### src/rtl/ext_mem_sequencer.sv
// rtl/ext_mem_sequencer.sv - host command sequencer driving the processor's external load/run/readback strobes
// One command at a time; strobes are decoded from state so reset clears every output immediately.

module ext_mem_sequencer #(
    parameter int RD_LAT = 2,
    parameter int AW     = 9,
    parameter int DW     = 16
) (
    input  logic          clock,
    input  logic          rst_n,
    input  logic          cmd_valid,
    output logic          cmd_ready,
    input  logic [1:0]    cmd_op,
    input  logic [AW-1:0] cmd_base,
    input  logic [15:0]   cmd_len,
    input  logic          wr_valid,
    output logic          wr_ready,
    input  logic [DW-1:0] wr_data,
    output logic          rd_valid,
    input  logic          rd_ready,
    output logic [DW-1:0] rd_data,
    output logic          busy,
    output logic          done,
    output logic          start,
    output logic          start_2,
    output logic          start_3,
    output logic          start_4,
    output logic [AW-1:0] addr_ext,
    output logic          iram_write_ext,
    output logic          dram_write_ext,
    output logic          read_en_ext,
    output logic [DW-1:0] Data_in_ins,
    output logic [DW-1:0] Data_in_dram,
    input  logic [DW-1:0] dram_in
);

    typedef enum logic [3:0] {
        S_IDLE,
        S_LD_A,
        S_LD_B,
        S_RUN,
        S_RUN_CLEAN,
        S_RB_ISSUE,
        S_RB_WAIT,
        S_RB_OUT,
        S_RB_CLEAR,
        S_DONE
    } state_t;

    localparam logic [AW-1:0] ADDR_ONE = {{(AW-1){1'b0}}, 1'b1};
    localparam logic [7:0]    LAT_END  = 8'(RD_LAT);

    state_t        state;
    state_t        state_n;
    logic          dram_sel;
    logic [AW-1:0] addr;
    logic [15:0]   cnt;
    logic [7:0]    lat_cnt;
    logic [DW-1:0] ins_q;
    logic [DW-1:0] dram_q;
    logic [DW-1:0] rd_data_q;
    logic          load_fire;

    assign load_fire    = (state == S_LD_A) && wr_valid;
    assign addr_ext     = addr;
    assign rd_data      = rd_data_q;
    // The load word goes out combinationally in LD_A and is held from the register in LD_B.
    assign Data_in_ins  = (load_fire && !dram_sel) ? wr_data : ins_q;
    assign Data_in_dram = (load_fire &&  dram_sel) ? wr_data : dram_q;

    always_comb begin
        state_n        = state;
        cmd_ready      = 1'b0;
        busy           = (state != S_IDLE);
        done           = 1'b0;
        wr_ready       = 1'b0;
        rd_valid       = 1'b0;
        start          = 1'b0;
        start_2        = 1'b0;
        start_3        = 1'b0;
        start_4        = 1'b0;
        iram_write_ext = 1'b0;
        dram_write_ext = 1'b0;
        read_en_ext    = 1'b0;
        case (state)
            S_IDLE: begin
                cmd_ready = rst_n;
                if (cmd_valid) begin
                    if (cmd_len == 16'd0)      state_n = S_DONE;
                    else if (cmd_op == 2'b10)  state_n = S_RUN;
                    else if (cmd_op == 2'b11)  state_n = S_RB_ISSUE;
                    else                       state_n = S_LD_A;
                end
            end
            S_LD_A: begin
                wr_ready = 1'b1;
                if (wr_valid) begin
                    start_2        = !dram_sel;
                    start_3        = dram_sel;
                    iram_write_ext = !dram_sel;
                    dram_write_ext = dram_sel;
                    state_n        = S_LD_B;
                end
            end
            S_LD_B: begin
                start_2 = !dram_sel;
                start_3 = dram_sel;
                state_n = (cnt == 16'd1) ? S_DONE : S_LD_A;
            end
            S_RUN: begin
                start   = 1'b1;
                state_n = (cnt == 16'd1) ? S_RUN_CLEAN : S_RUN;
            end
            S_RUN_CLEAN: begin
                // DRAM-load strobe with write disabled flushes any write enable the core left latched.
                start_3 = 1'b1;
                state_n = S_DONE;
            end
            S_RB_ISSUE: begin
                start_4     = 1'b1;
                read_en_ext = 1'b1;
                state_n     = S_RB_WAIT;
            end
            S_RB_WAIT: begin
                if (lat_cnt == LAT_END) state_n = S_RB_OUT;
            end
            S_RB_OUT: begin
                rd_valid = 1'b1;
                if (rd_ready) state_n = (cnt == 16'd1) ? S_RB_CLEAR : S_RB_ISSUE;
            end
            S_RB_CLEAR: begin
                start_4 = 1'b1;
                state_n = S_DONE;
            end
            S_DONE: begin
                done    = 1'b1;
                state_n = S_IDLE;
            end
            default: state_n = S_IDLE;
        endcase
    end

    always_ff @(posedge clock or negedge rst_n) begin
        if (!rst_n) begin
            state     <= S_IDLE;
            dram_sel  <= 1'b0;
            addr      <= '0;
            cnt       <= '0;
            lat_cnt   <= '0;
            ins_q     <= '0;
            dram_q    <= '0;
            rd_data_q <= '0;
        end else begin
            state <= state_n;
            case (state)
                S_IDLE: begin
                    if (cmd_valid) begin
                        dram_sel <= cmd_op[0];
                        addr     <= cmd_base;
                        cnt      <= cmd_len;
                    end
                end
                S_LD_A: begin
                    if (wr_valid) begin
                        if (dram_sel) dram_q <= wr_data;
                        else          ins_q  <= wr_data;
                    end
                end
                S_LD_B: begin
                    addr <= addr + ADDR_ONE;
                    cnt  <= cnt - 16'd1;
                end
                S_RUN: cnt <= cnt - 16'd1;
                S_RB_ISSUE: lat_cnt <= 8'd1;
                S_RB_WAIT: begin
                    if (lat_cnt == LAT_END) rd_data_q <= dram_in;
                    else                    lat_cnt   <= lat_cnt + 8'd1;
                end
                S_RB_OUT: begin
                    if (rd_ready) begin
                        addr <= addr + ADDR_ONE;
                        cnt  <= cnt - 16'd1;
                    end
                end
                default: ;
            endcase
        end
    end

endmodule

### config.mk
export PLATFORM = sky130hd
export DESIGN_NAME = ext_mem_sequencer
export DESIGN_NICKNAME = d
export VERILOG_FILES = /design/src/rtl/ext_mem_sequencer.sv
export SDC_FILE = /design/constraint.sdc
export NUM_CORES = 1
export LEC_CHECK = 0
export CAP_MARGIN = 20
export CORE_UTILIZATION = 52
export CTS_CLUSTER_SIZE = 28
export DETAILED_ROUTE_END_ITERATION = 16
export PLACE_DENSITY = 0.86
export SLEW_MARGIN = 5
export SYNTH_ARGS = -nofsm -noshare
export SYNTH_HDL_FRONTEND = slang
export SYNTH_SLANG_ARGS = --single-unit
### constraint.sdc
create_clock -name clock -period 5 [get_ports clock]
set_input_delay 0.75 -clock clock [delete_from_list [all_inputs] [get_ports clock]]
set_output_delay 0.75 -clock clock [all_outputs]
set_load 0.01 [all_outputs]
After elaboration in Yosys (flattened, before gate mapping)
Index checks and enable logic that the tools add are counted.
{"block": "classes", "add_sub_neg": 3, "eq_ne": 18, "bitwise": 1, "reduce_logical": 21, "n_mux": 34}
{"op": "$mux 16", "count": 4}
{"op": "$pmux 16 s3", "count": 1}
{"op": "$pmux 4 s8", "count": 1}
{"op": "$mux 4", "count": 7}
{"op": "$pmux 9 s3", "count": 1}
{"op": "$mux 9", "count": 2}
{"op": "$eq 16x1->1 const B", "count": 1}
{"op": "$eq 4x3->1 const B", "count": 4}
{"op": "$logic_not 16->1", "count": 1}
{"op": "$pmux 8 s2", "count": 1}
{"op": "$sub 16x1->16 const B", "count": 1}
{"op": "$reduce_and 3->1", "count": 4}
{"op": "$mux 1", "count": 11}
{"op": "$ne 2x2->1 const B", "count": 5}
{"op": "$add 9x1->9 const B", "count": 1}
{"op": "$mux 3", "count": 3}
{"op": "$add 8x1->8 const B", "count": 1}
{"op": "$eq 4x2->1 const B", "count": 2}
{"op": "$eq 4x4->1 const B", "count": 2}
{"op": "$eq 8x2->1 const B", "count": 1}
{"op": "$mux 8", "count": 1}
{"op": "$reduce_and 2->1", "count": 3}
{"op": "$reduce_bool 3->1", "count": 2}
{"op": "$reduce_or 2->1", "count": 3}
{"op": "other kinds (11)", "count": 14}
{"block": "word_totals", "elab_cells": 85, "reg_bits": 86, "out_inout_bits": 69}

Logic depth before layout (Yosys ltp)
{"block": "depth", "depth_word": 6, "mapped_depth": 8}

Worst setup path after synthesis
OpenSTA, ideal clock, no wires.
{"block": "synth_path", "path_type": "reg2out", "from": "register state[1]", "to": "output port Data_in_dram[10]", "setup_slack_ps": 2183, "t_arrival_ps": 2067, "stages_incl_launch_ff": 8, "cell_sequence": "dfrtp_1 > buf_2 > or4b_1 > inv_1 > and3_1 > buf_2 > buf_4 > mux2_2"}
{"block": "synth_via", "elab_chain_len": 4}
{"element": "from (decl)", "line_no": "53", "source": "state_t state;"}
{"element": "from (signal assigned)", "line_no": "154", "source": "state <= state_n;"}
{"element": "$eq 4x1->1", "line_no": "64", "source": "assign load_fire = (state == S_LD_A) && wr_valid;"}
{"element": "$logic_and 1x1->1", "line_no": "64"}
{"element": "$logic_and 1x1->1", "line_no": "69", "source": "assign Data_in_dram = (load_fire && dram_sel) ? wr_data : dram_q;"}
{"element": "$mux 16", "line_no": "69"}
{"element": "to (decl)", "line_no": "33", "source": "output logic [DW-1:0] Data_in_dram,"}
No other way between the ends.

Worst setup path after layout
{"block": "layout_path", "from": "register state[0]", "to": "output port Data_in_dram[4]"}
The elaborated chain is that of the path after synthesis.

==> out/summary.txt <==
largest net degree at the start of global routing - 87
multi-input logic area - 0.00224 mm²
Fmax achieved - 246 MHz
Worst-path clk slew - 100 ps
top post-synthesis cells by area - dfrtp_1 (47%), mux2_2 (14%), a21oi_1 (4.0%), mux2_4 (3.3%), o21ai_0 (2.8%)
Fin. Hold Viols - 0
# IOs - 133
max_cap viols - 0
Synthesized Nets - 500
Post-synth EDFFs - 0
Placer Congestion - 0.858
crit path DAT - 3320 ps
period utilization - 81.4%
most common cell in the netlist - dfrtp_1
path type of the worst setup path - reg2out
CP Launch Type - register
H-tree depth - 3
critical path endpoint category - primary output
Min-Delay Path Class - in2async
Setup violations, final - 0
CTS tree - done
peak supply drop - 0.297 mV
gr usage total - 25.1%
die width - 95.5 µm
DP HPWL - 8.15 mm
Bufs on Longest Clock Path - 2
YS warnings - 0
synth-to-layout area growth - 35.1%
Post-CTS Hold Fix Bufs - 0
DR WL/cell - 16.7 µm
CTS buffer count - 9
global-route wire length before repair - 17.6 mm
antenna cells - 0
ANT nets after route - 0
Root Buffer - clkbuf_8
post-synthesis instance area - 0.00455 mm²
Final Power - 3.58 mW
Reg area - 0.00215 mm²
CP required - 4250 ps
Starting Density - 54.5%
crit path max fanout - 21
DP Area - 0.00592 mm²
Post-CTS Setup Inserts - 0
ys flop type - dfrtp_1
fin cells - 667
Vert. Die Dim - 95.5 µm
Pre-antenna DRT Iters - 5
Syn Inst Count - 431
initial antenna violation count - 0
GRT Max-Usage Layer - met2
Via density - 5.73
Post-synth ARST share - 100%
Synth top cells by count - dfrtp_1 (86), mux2_2 (55), a21oi_1 (36), nor2_1 (32), nand2_1 (26)
Slew headroom - 33.5%
Post-CTS Resized - 0
Die Footprint - 0.00912 mm²
Sum Neg Setup Slack - 0 ps
fin crit period - 4070 ps
met3 usage - 4.70%
Vias - 3824
pre-CTS setup slack - 1280 ps
top cell type's share of synthesized area - 47.3%
number of library cell types mapped by synthesis - 57
slew at the pin closest to its max-slew limit - 990 ps
drc violations - 0
leakage - 2.56 nW
Power Density - 582 mW/mm²
DR iter-0 viols - 192
Yosys top cell by area - dfrtp_1
met2 Track Usage GR - 40.8%
grt total ovfl - 0
M1 GR Usage - 33.4%
max-slew violation count - 0
status - complete, no violations
setup slack after layout - 930 ps
Seq/Total Area, Yosys - 47.3%
Placed Cells - 651
Yosys reg bits - 86
share of layout cells above drive strength 1 - 17.4%
# fillers - 584
Port Buffer Count - 132
num rows - 33
Final Instance Area - 0.00614 mm²
Avg Cell Area, Syn - 10.5 µm²
DRT Wirelength - 11.2 mm
Nets - 627
RSZ-0062 raised after global routing - false
vias in the first global route - 3602
Clock Skew - 13.9 ps
latest clock arrival within the worst-skew pair - 360 ps
CORE AREA - 0.00834 mm²
CTS sink count - 86
## layout make-up
cell class	count	share of cell area [%]
Clock inverter	6	1.16
Tap cell	105	2.14
Timing Repair Buffer	138	22.5
Multi-Input combinational cell	312	36.5
Sequential cell	86	35.0
Inverter	11	0.672
Clock buffer	9	2.02
## registers in the layout, summed over array words and instances, names as in the netlist
| name | flops |
|---|---|
| addr_ext | 9 |
| state | 4 |
| dram_sel | 1 |
| lat_cnt | 8 |
| ins_q | 16 |
| rd_data | 16 |
| cnt | 16 |
| dram_q | 16 |
## worst paths after layout
kind	end	slack, ps	from	depth (start not counted)
hold reg to reg	cnt[12]	480	cnt[12]	1
setup / recovery	Data_in_dram[4]	930	state[0]	5
setup reg to reg	dram_q[14]	2410	state[0]	4
max in group asynchronous	lat_cnt[0]	4060	rst_n	3
hold / removal	dram_q[0]	340	rst_n	2
min in group clock	cnt[12]	480	cnt[12]	1
## where the power goes
| part | switching (mW) | leakage (nW) | internal, mW | total (mW) |
|---|---|---|---|---|
| registers | 0.232 | 1.03 | 0.976 | 1.21 |
| clock network | 0.262 | 0.0919 | 0.232 | 0.493 |
| logic | 0.871 | 1.45 | 1.01 | 1.88 |
| total | 1.36 | 2.56 | 2.21 | 3.58 |
## routing by layer
metal	vias to the layer above	wire length, µm
met1	1823	4850
met4	0	229
li1	1829	-
met3	23	850
met2	149	5230
met5	-	0
## placed cells by master, fill, tap and decap left out, drive strengths merged, types with 5 or more instances in the layout
master         count
clkdlybuf4s50    131
dfrtp             86
mux2              65
a21oi             36
nor2              32
nand2             27
o21ai             26
nor3              12
inv               12
nand3             11
clkbuf             9
nor4               7
buf                7
nor2b              6
nand2b             6
or3                6
o22ai              6
xor2               5
ha                 5
and3               5
## worst max-delay path, stage by stage, from the launching register on
cell and delay (ps):
dfrtp_1 690, or4b_1 540, inv_1 120, and3_1 700
mux2_2 430, clkdlybuf4s50_1 490
## per-stage QoR
step | utilization, % | hold slack, ps
global route | 73.7 | 343
finish | 73.7 | 342
CTS | 73.3 | 484
floorplan | - | 443
detailed placement | 71.0 | 463
global placement | 70.9 | 456
## cell families after synthesis
kind of cell | share of synthesized area [%]
muxes | 17.6
AOI/OAI and AO/OA | 13.5
DFF | 47.3
xor gates and xnor gates | 1.16
and+or+nand+nor | 15.7
buffers and inverters | 3.41
adders and majority gates | 1.38
Note: power is estimated with default switching activity, not from simulation.
